File: config.mk
export PLATFORM = sky130hd
export DESIGN_NAME = mem_access
export DESIGN_NICKNAME = d
export VERILOG_FILES = /design/src/rtl/mem_access.sv
export SDC_FILE = /design/constraint.sdc
export NUM_CORES = 1
export LEC_CHECK = 0
export BUFFER_PORTS_ARGS = -buffer_cell sky130_fd_sc_hd__buf_2
export CORE_AREA = 5 5 209 211
export CTS_BUF_LIST = sky130_fd_sc_hd__clkbuf_8
export CTS_CLUSTER_DIAMETER = 50
export DETAILED_ROUTE_END_ITERATION = 8
export DIE_AREA = 0 0 214 216
export PLACE_DENSITY = 0.53
export SYNTH_ARGS = -nofsm -noshare
export SYNTH_HDL_FRONTEND = slang
export SYNTH_SLANG_ARGS = --single-unit
File: constraint.sdc
create_clock -name clk -period 2.6 [get_ports clk]
set_input_delay 0 -clock clk [delete_from_list [all_inputs] [get_ports clk]]
set_output_delay 0 -clock clk [all_outputs]
set_load 0.02 [all_outputs]
File: src/rtl/mem_access.sv
// mem_access: MEM-stage load/store unit sitting between EX and ex_mem_wb.
//
// Takes one memory request from EX, runs it on a word-wide bus, aligns the
// bytes both ways, and hands back write-back data on done. Accesses that
// cross a word boundary run as two word transactions (SPLIT_MISALIGNED=1) or
// fault without touching the bus (SPLIT_MISALIGNED=0). A bus that never
// answers, or an illegal funct3, also ends in a fault.
//
// Ports
//   clk, rst                  clock and synchronous active-low reset
//   ex_valid, ex_mem_ena      request strobe from EX
//   ex_mem_rw                 0 = read, 1 = write
//   ex_funct3                 000 B, 001 H, 010 W, 100 BU, 101 HU
//   ex_addr, ex_wdata         byte address and right-justified store data
//   busy                      EX must hold its inputs while high
//   bus_req/we/addr/be/wdata  bus request side, held stable while bus_req=1
//   bus_ready, bus_rdata      1-cycle completion pulse with read word
//   done, fault               1-cycle pulses when the request finishes
//   mem_rw_o, mem_rdata_o     result of the finished request
//
// state | meaning
// ------+--------------------------------------------------------------
// IDLE  | waiting for a request from EX
// ACC1  | first (or only) bus word, bus_req high
// ACC2  | second word of a split access, next word address
// DONE  | done pulse, results valid; back to IDLE next cycle
module mem_access #(
    parameter bit SPLIT_MISALIGNED = 1'b1,
    parameter int TIMEOUT          = 16
) (
    input  logic        clk,
    input  logic        rst,
    input  logic        ex_valid,
    input  logic        ex_mem_ena,
    input  logic        ex_mem_rw,
    input  logic [2:0]  ex_funct3,
    input  logic [31:0] ex_addr,
    input  logic [31:0] ex_wdata,
    output logic        busy,
    output logic        bus_req,
    output logic        bus_we,
    output logic [31:0] bus_addr,
    output logic [3:0]  bus_be,
    output logic [31:0] bus_wdata,
    input  logic        bus_ready,
    input  logic [31:0] bus_rdata,
    output logic        done,
    output logic        mem_rw_o,
    output logic [31:0] mem_rdata_o,
    output logic        fault
);

    localparam logic ENABLE    = 1'b1;
    localparam logic MEM_WRITE = 1'b1;
    localparam int   CW        = $clog2(TIMEOUT + 1);

    typedef enum logic [1:0] {IDLE, ACC1, ACC2, DONE} state_t;

    state_t        state_q;
    logic          rw_q;
    logic [2:0]    f3_q;
    logic [1:0]    off_q;
    logic          spill_q;
    logic [7:0]    mask_q;
    logic [63:0]   wide_q;
    logic [31:0]   lo_q;
    logic [CW-1:0] cnt_q;

    logic          bus_req_q, bus_we_q, done_q, fault_q, mem_rw_q;
    logic [31:0]   bus_addr_q, bus_wdata_q, mem_rdata_q;
    logic [3:0]    bus_be_q;

    logic          accept;
    logic          illegal;
    logic [3:0]    size_mask;
    logic [7:0]    mask8;
    logic [63:0]   wide;
    logic          spill;

    assign accept = (state_q == IDLE) && ex_valid && (ex_mem_ena == ENABLE);

    always_comb begin
        illegal   = 1'b0;
        size_mask = 4'b0000;
        case (ex_funct3)
            3'b000, 3'b100: size_mask = 4'b0001;
            3'b001, 3'b101: size_mask = 4'b0011;
            3'b010:         size_mask = 4'b1111;
            default:        illegal   = 1'b1;
        endcase
    end

    assign mask8 = {4'b0000, size_mask} << ex_addr[1:0];
    assign wide  = {32'b0, ex_wdata} << {ex_addr[1:0], 3'b000};
    assign spill = |mask8[7:4];

    // Shift the two captured words down to the addressed byte, then extend.
    function automatic logic [31:0] merge(input logic [63:0] hl,
                                          input logic [1:0]  off,
                                          input logic [2:0]  f3);
        logic [63:0] sh;
        logic [31:0] r;
        sh = hl >> {off, 3'b000};
        r  = sh[31:0];
        case (f3)
            3'b000:  merge = {{24{r[7]}}, r[7:0]};
            3'b001:  merge = {{16{r[15]}}, r[15:0]};
            3'b100:  merge = {24'b0, r[7:0]};
            3'b101:  merge = {16'b0, r[15:0]};
            default: merge = r;
        endcase
    endfunction

    always_ff @(posedge clk) begin
        if (!rst) begin
            state_q     <= IDLE;
            rw_q        <= 1'b0;
            f3_q        <= 3'b000;
            off_q       <= 2'b00;
            spill_q     <= 1'b0;
            mask_q      <= 8'h00;
            wide_q      <= 64'h0;
            lo_q        <= 32'h0;
            cnt_q       <= '0;
            bus_req_q   <= 1'b0;
            bus_we_q    <= 1'b0;
            bus_addr_q  <= 32'h0;
            bus_be_q    <= 4'h0;
            bus_wdata_q <= 32'h0;
            done_q      <= 1'b0;
            fault_q     <= 1'b0;
            mem_rw_q    <= 1'b0;
            mem_rdata_q <= 32'h0;
        end else begin
            done_q  <= 1'b0;
            fault_q <= 1'b0;
            case (state_q)
                IDLE: begin
                    if (accept) begin
                        rw_q    <= ex_mem_rw;
                        f3_q    <= ex_funct3;
                        off_q   <= ex_addr[1:0];
                        spill_q <= spill;
                        mask_q  <= mask8;
                        wide_q  <= wide;
                        if (illegal || (spill && !SPLIT_MISALIGNED)) begin
                            state_q     <= DONE;
                            done_q      <= 1'b1;
                            fault_q     <= 1'b1;
                            mem_rw_q    <= ex_mem_rw;
                            mem_rdata_q <= 32'h0;
                        end else begin
                            state_q     <= ACC1;
                            cnt_q       <= '0;
                            bus_req_q   <= 1'b1;
                            bus_we_q    <= (ex_mem_rw == MEM_WRITE);
                            bus_addr_q  <= {ex_addr[31:2], 2'b00};
                            bus_be_q    <= mask8[3:0];
                            bus_wdata_q <= wide[31:0];
                        end
                    end
                end
                ACC1, ACC2: begin
                    if (bus_ready) begin
                        if (state_q == ACC1 && spill_q) begin
                            // Second word: next word address, wraps at the top.
                            state_q     <= ACC2;
                            lo_q        <= bus_rdata;
                            cnt_q       <= '0;
                            bus_addr_q  <= bus_addr_q + 32'd4;
                            bus_be_q    <= mask_q[7:4];
                            bus_wdata_q <= wide_q[63:32];
                        end else begin
                            state_q     <= DONE;
                            bus_req_q   <= 1'b0;
                            done_q      <= 1'b1;
                            mem_rw_q    <= rw_q;
                            if (rw_q == MEM_WRITE)
                                mem_rdata_q <= 32'h0;
                            else if (state_q == ACC1)
                                mem_rdata_q <= merge({32'h0, bus_rdata}, off_q, f3_q);
                            else
                                mem_rdata_q <= merge({bus_rdata, lo_q}, off_q, f3_q);
                        end
                    end else if (cnt_q == CW'(TIMEOUT - 1)) begin
                        state_q     <= DONE;
                        bus_req_q   <= 1'b0;
                        done_q      <= 1'b1;
                        fault_q     <= 1'b1;
                        mem_rw_q    <= rw_q;
                        mem_rdata_q <= 32'h0;
                    end else begin
                        cnt_q <= cnt_q + 1'b1;
                    end
                end
                default: state_q <= IDLE;
            endcase
        end
    end

    assign busy        = accept || (state_q == ACC1) || (state_q == ACC2);
    assign bus_req     = bus_req_q;
    assign bus_we      = bus_we_q;
    assign bus_addr    = bus_addr_q;
    assign bus_be      = bus_be_q;
    assign bus_wdata   = bus_wdata_q;
    assign done        = done_q;
    assign fault       = fault_q;
    assign mem_rw_o    = mem_rw_q;
    assign mem_rdata_o = mem_rdata_q;

endmodule

==> insert_results.sql, run 1 <==
INSERT INTO impl_metrics (metric_group, metric, value, unit) VALUES
('run_status', 'status', 'completed', ''),
('global_route', 'first_pass_grt_wire_length', '58200', 'um'),
('yosys', 'netlist_top_cells_area', 'dfxtp_1 36%, a21oi_1 7.0%, mux4_2 6.6%', ''),
('yosys', 'synth-seq-area-share', '35.8', '%'),
('yosys', 'post_synth_inst_count', '1159', ''),
('global_route', 'grt.overflow.total', '0', ''),
('routing', 'first_iter_violations', '823', ''),
('global_route', 'pin_count_of_the_biggest_net_entering_global_routing', '68', ''),
('setup_path', 'setup.worst_path.class', 'register to register', ''),
('setup_path', 'worst_r2r_startpoint', 'state_q[0]', ''),
('yosys', 'mapped_cell_area', '9840', 'um2'),
('yosys', 'ys.warnings.count', '0', ''),
('hold_path', 'min_path_cells', '3', ''),
('placed_design', 'dpl.hpwl', '26300', 'um'),
('timing', 'setup_repair_after_global_routing_missed_its_margin', 'false', ''),
('floorplan', 'initial_utilization', '23.7', '%'),
('power', 'ir_drop', '0.623', 'mV'),
('layout', 'nNetsFinal', '1536', ''),
('floorplan', 'number_of_rows_in_the_core_area', '75', ''),
('setup_path', 'critPathCapture', 'bus_wdata[15]', ''),
('routing', 'drt_first_pass_iters', '5', ''),
('timing', 'skew', '0.0200', 'ns'),
('timing', 'final.min_clock_period', '2.39', 'ns'),
('power', 'leakage_power', '0.00485', 'uW'),
('power', 'power.sequential.fraction', '32.1', '%'),
('yosys', 'yosys.cell_count.top_type', 'dfxtp_1', ''),
('power', 'power_per_cell_area', '874', 'nW/um2'),
('yosys', 'synth_top_cell_area_share', '35.8', '%'),
('global_route', 'track_usage', '15.6', '%'),
('cts', 'clock_latency', '0.51', 'ns'),
('cts', 'cts_buffers', '17', ''),
('layout', 'areaGrowthSynthToFinish', '30.7', '%'),
('setup_path', 'crit_arrival', '2.81', 'ns'),
('setup_path', 'crit-reg2reg-capture', 'bus_wdata[15]', ''),
('power', 'fin_total_pwr', '11200', 'uW'),
('setup_path', 'critical_path_required', '3.02', 'ns'),
('cts', 'tritoncts_num_sinks', '176', ''),
('setup_path', 'r2r_slack', '0.21', 'ns'),
('floorplan', 'die-width', '214', 'um'),
('timing', 'fin_ws', '0.208', 'ns'),
('placed_design', 'port_buffers', '208', ''),
('setup_path', 'critical_path.startpoint', 'state_q[0]', ''),
('timing', 'worst_slew_pin_slew', '0.848', 'ns'),
('floorplan', 'placeableCoreArea', '41600', 'um2'),
('yosys', 'share_of_flip_flops_with_an_asynchronous_set_or_reset_after_synthesis', '0', '%'),
('timing', 'final.setup.tns', '0', 'ns'),
('power', 'power.switching_fraction', '46.9', '%'),
('routing', 'via_count', '10200', ''),
('placed_design', 'preCtsSetupSlack', '0.239', 'ns'),
('global_route', 'first_global_vias', '10000', ''),
('yosys', 'synth_common_cells', '176 x dfxtp_1, 159 x nand2_1, 138 x a21oi_1', ''),
('floorplan', 'floorplan.die.height', '216', 'um'),
('floorplan', 'die_area', '46200', 'um2'),
('hold_path', 'worstHoldPathType', 'primary input to register', ''),
('timing', 'slew_headroom', '43.3', '%'),
('power', 'total_switching_power', '5270', 'uW'),
('timing', 'fmax', '418', 'MHz'),
('yosys', 'synth_top_area_cell', 'dfxtp_1', ''),
('routing', 'mean_number_of_vias_per_cell', '5.17', ''),
('power', 'p_int', '5970', 'uW'),
('power', 'proportion_of_power_drawn_by_the_clock_network', '16.4', '%'),
('floorplan', 'ios', '211', ''),
('timing', 'setup-violations-final', '0', ''),
('cts', 'clk_root_buffer_cell', 'clkbuf_8', ''),
('routing', 'antenna_violating_nets_post_route', '0', ''),
('layout', 'fraction_of_final_layout_cells_sized_beyond_drive_strength_1', '26.2', '%'),
('yosys', 'synth_edf_count', '0', ''),
('global_route', 'antenna_found_initial', '5', ''),
('yosys', 'postSynthAreaPerCell', '8.49', 'um2'),
('layout', 'fraction_of_the_core_area_covered_by_cells_at_the_end_of_the_flow', '30.9', '%'),
('routing', 'post-route-drc-count', '0', '');
==> worst min path at each step <==
stage,startpoint,to,slack (ns)
after global placement,ex_mem_rw,rw_q,0.28
after floorplan,bus_rdata[0],lo_q[0],0.14
after global routing,rst,cnt_q[4],0.04
after detailed placement,ex_mem_rw,rw_q,0.29
after CTS,rst,cnt_q[4],0.008
final,rst,cnt_q[4],0.02
==> timing repair <==
action / 4_1_cts / 5_1_grt
endpoints found under the hold margin: 115 / 0
endpoints found under the setup margin: 0 / 4
hold buffers: 102 / 0
resized for setup: 0 / 1
buffers inserted: 0 / 3
==> placed cells by master, fill, tap and decap left out, drive strengths merged, types with 15 or more instances in the layout <==
master	netlist	layout
mux4	29	29
buf	45	248
clkbuf	60	18
nor2	97	97
a221oi	26	26
mux2	39	39
a211oi	26	26
a21oi	138	138
mux2i	25	25
inv	15	21
o21ai	49	49
o211ai	15	15
nor3	36	36
dfxtp	176	176
dlygate4sd3	0	102
nand3	37	37
a222oi	15	15
nand2	160	160
==> routing by layer <==
metal / up-vias / track usage [%] / share of wire (%)
met2: 369 / 25.9 / 47
met4: 6 / 4.90 / 2.4
met1: 4920 / 19.9 / 43
met5: - / 0 / 0.082
li1: 4866 / - / -
met3: 57 / 4.27 / 7.6
==> flip-flops by register name, summed over array words and instances (netlist names), 2 cells and up <==
name	count
bus_addr	30
bus_be	4
bus_wdata	32
cnt_q	5
f3_q	3
lo_q	32
mask_q	3
mem_rdata_o	32
off_q	2
state_q	2
wide_q	24
==> final cells by class <==
| type | instances | area [um2] |
|---|---|---|
| diodes | 2 | 5.00 |
| clock buffers | 18 | 248 |
| clock inverters | 13 | 110 |
| fillers | 4426 | 28700 |
| inverters | 16 | 62.6 |
| multi-input cells | 863 | 5780 |
| flip-flops and latches | 176 | 3530 |
| well taps | 539 | 674 |
| repair buffers | 350 | 2450 |
==> worst max-delay path, stage by stage, from the launching register on <==
cell and delay, ns:
dfxtp_1 0.40, inv_1 0.08, ha_2 0.36, buf_4 0.28
nor2_1 0.69, a221oi_1 0.28, nor3_1 0.20
==> power groups by stage <==
stage	combinational (uW)	clock (uW)	sequential, uW
4_1_cts	5810	1900	3600
6_report	5790	1850	3600
2_1_floorplan	3430	0	4010
5_1_grt	6310	2010	3670
3_5_place_dp	5670	0	3650
3_3_place_gp	5630	0	3650
==> stage by stage <==
step	cell area (um2)	std cells	hold WS (ns)
after global routing	12900	1977	0.0362
after floorplan	9840	1160	0.136
after global placement	11400	1839	0.278
after detailed placement	11400	1839	0.287
after CTS	12800	1972	0.00806
final	12900	1977	0.0184
==> cells by family after synthesis <==
logic type	synth area share (%)
multiplexers	13.6
adder cells (fa/ha/maj)	0.890
flip-flops	35.8
AND/OR/NAND/NOR	19.3
other	0.0381
XOR/XNOR	0.356
AO/OA/AOI/OAI	24.3
buffers and inverters	5.64
Power figures use the tool's default switching activity.
==> run 2, diff against run 1 <==
--- a/config.mk
+++ b/config.mk
@@ -6,12 +6,12 @@
 export NUM_CORES = 1
 export LEC_CHECK = 0
 export BUFFER_PORTS_ARGS = -buffer_cell sky130_fd_sc_hd__buf_2
-export CORE_AREA = 5 5 209 211
+export CORE_AREA = 2 2 144 146
 export CTS_BUF_LIST = sky130_fd_sc_hd__clkbuf_8
 export CTS_CLUSTER_DIAMETER = 50
 export DETAILED_ROUTE_END_ITERATION = 8
-export DIE_AREA = 0 0 214 216
-export PLACE_DENSITY = 0.53
+export DIE_AREA = 0 0 146 148
+export PLACE_DENSITY = 0.85
 export SYNTH_ARGS = -nofsm -noshare
 export SYNTH_HDL_FRONTEND = slang
 export SYNTH_SLANG_ARGS = --single-unit
==> run 2 against run 1 <==
Total power grew 1.3%. Critical endpoint is now bus_wdata[31]. Largest power group unchanged. Via count grew 5.4%. Worst setup slack lost 0.052 ns. Combinational power shrank 2%. Highest routed layer is now met4. Cell count shrank 14%. Worst hold slack lost 0.0060 ns.
==> insert_results.sql, run 2 (synthesis gave the netlist of run 1 again) <==
INSERT INTO impl_metrics (metric_group, metric, value, unit) VALUES
('global_route', 'first_global_vias', '10400', ''),
('floorplan', 'die_area', '21600', 'um2'),
('power', 'leakage_power', '0.00482', 'uW'),
('setup_path', 'element_type_at_the_critical_path_end', 'register', ''),
('placed_design', 'port_buffers', '208', ''),
('floorplan', 'placeableCoreArea', '20000', 'um2'),
('cts', 'cts_buffers', '17', ''),
('cts', 'tritoncts', 'done', ''),
('timing', 'setup_repair_after_global_routing_missed_its_margin', 'false', ''),
('timing', 'fmax', '409', 'MHz'),
('routing', 'via_count', '10800', ''),
('global_route', 'track_usage', '30.4', '%'),
('cts', 'ctsLongestPathBuffers', '2', ''),
('layout', 'filler_cell_count', '1636', ''),
('placed_design', 'preCtsSetupSlack', '0.186', 'ns'),
('timing', 'finalMaxSlewViolations', '0', ''),
('placed_design', 'dpl.hpwl', '21200', 'um'),
('layout', 'areaGrowthSynthToFinish', '26.5', '%'),
('timing', 'slew_headroom', '43.4', '%'),
('placed_design', 'dpl-instance-area', '11000', 'um2'),
('layout', 'multiInputGateArea', '5780', 'um2'),
('power', 'ir_drop', '0.736', 'mV'),
('run_status', 'status', 'completed', ''),
('routing', 'mean_number_of_vias_per_cell', '6.35', ''),
('layout', 'final_cell_area_excluding_filler_cells', '12400', 'um2'),
('floorplan', 'die-width', '146', 'um'),
('flow_run', 'drv_cap', '0', ''),
('global_route', 'antenna_found_initial', '2', ''),
('routing', 'antenna_violating_nets_post_route', '0', ''),
('placed_design', 'globalplace.congestion', '0.896', ''),
('timing', 'final.setup.tns', '0', 'ns'),
('setup_path', 'worst_r2r_startpoint', 'state_q[0]', ''),
('setup_path', 'r2r_slack', '0.16', 'ns'),
('floorplan', 'floorplan.die.height', '148', 'um'),
('timing', 'period_share', '94.0', '%'),
('timing', 'final.min_clock_period', '2.44', 'ns'),
('layout', 'nNetsFinal', '1521', ''),
('floorplan', 'ios', '211', ''),
('layout', 'fraction_of_the_core_area_covered_by_cells_at_the_end_of_the_flow', '62.1', '%'),
('timing', 'fin_ws', '0.156', 'ns'),
('hold_path', 'hold_path.startpoint', 'ex_wdata[18]', ''),
('routing', 'first_iter_violations', '1063', ''),
('timing', 'skew', '0.0274', 'ns'),
('timing', 'finalHoldViolCount', '0', ''),
('setup_path', 'critical_path_required', '3.02', 'ns'),
('setup_path', 'setup.worst_path.start_class', 'register', ''),
('setup_path', 'largest_fanout_of_any_net_on_the_critical_path', '24', ''),
('routing', 'overall_routed_net_length', '33900', 'um'),
('layout', 'sequential_cell_area', '3530', 'um2'),
('setup_path', 'critical_path.startpoint', 'state_q[0]', ''),
('global_route', 'first_pass_grt_wire_length', '53700', 'um'),
('layout', 'most-common-layout-cells', '208 x buf_2, 175 x dfxtp_1, 159 x nand2_1', ''),
('timing', 'worst_slew_pin_slew', '0.848', 'ns'),
('routing', 'post-route-drc-count', '0', ''),
('setup_path', 'crit_arrival', '2.86', 'ns'),
('timing', 'setup-violations-final', '0', ''),
('cts', 'tritoncts_num_sinks', '176', ''),
('routing', 'detail_route.wl_per_cell', '20.0', 'um'),
('global_route', 'pin_count_of_the_biggest_net_entering_global_routing', '65', ''),
('hold_path', 'worstHoldPathType', 'primary input to register', ''),
('setup_path', 'setup.worst_path.class', 'register to register', ''),
('layout', 'layout_commonest_cell', 'buf_2', ''),
('cts', 'clk_root_buffer_cell', 'clkbuf_8', ''),
('cts', 'cts.clk_slew.worst_paths', '0.12', 'ns'),
('cts', 'clock_latency', '0.49', 'ns'),
('cts', 'cts_max_level', '4', ''),
('layout', 'fraction_of_final_layout_cells_sized_beyond_drive_strength_1', '26.2', '%'),
('routing', 'drt_first_pass_iters', '9', ''),
('floorplan', 'initial_utilization', '49.1', '%'),
('power', 'power_per_cell_area', '915', 'nW/um2'),
('global_route', 'grt.overflow.total', '0', ''),
('floorplan', 'number_of_rows_in_the_core_area', '52', '');
[run 2: changes by cell type in the layout (fill, tap and decap cells not counted), sizes merged]
cell	change
clkinvlp	-1
dlygate4sd3	-8
buf	-7
clkinv	+2
clkbuf	-1
bufinv	+1
[run 2: through the flow]
| stage | instances | hold WS, ns | power (uW) |
|---|---|---|---|
| global placement | 1566 | 0.265 | 8880 |
| detailed placement | 1566 | 0.272 | 9030 |
| finish | 1694 | 0.0123 | 11400 |
| floorplan | 1160 | 0.136 | 7440 |
| global route | 1694 | 0.0186 | 12000 |
| CTS | 1692 | 0.000673 | 11200 |
[run 2: power by group]
group	internal [uW]	leakage [uW]	switching [uW]
clock network	843	0.000212	1250
registers	3170	0.00143	451
logic	2060	0.00318	3610
[run 2: critical path, cell delays in order (launching register included)]
cell and delay, ns:
dfxtp_1 0.40, inv_1 0.09, ha_2 0.44, nand2b_2 0.14, o21ai_4 0.13, nand2_2 0.37
or4_1 0.63, a21oi_1 0.18
[run 2: area by class of cell]
cell class | count | share of cell area [%]
tap | 270 | 2.71
multi-input combinational | 863 | 46.4
clock buffer | 17 | 1.88
sequential | 176 | 28.3
inverter | 16 | 0.503
timing repair buffer | 335 | 18.4
antenna | 2 | 0.0402
clock inverter | 15 | 1.71
[run 2: path summary, 6_finish.rpt]
path | endpoint | cells after the start
worst min register to register | bus_wdata[18] | 2
worst max register to register | bus_wdata[31] | 7
worst max-delay path | bus_wdata[31] | 7
worst min-delay path | wide_q[34] | 4
[run 2: layer usage]
layer / up-vias / global-route usage [%] / wire, um
li1: 4816 / - / -
met1: 5009 / 37.0 / 12500
met2: 765 / 49.5 / 16000
met3: 175 / 7.01 / 3470
met4: 0 / 17.5 / 1870
met5: - / 0 / 0
[run 2: timing repair]
action | in CTS | in global routing
hold buffers | 94 | 0
setup endpoints to repair | 0 | 9
resized for setup | 0 | 2
setup buffers | 0 | 0
endpoints found under the hold margin | 109 | 0
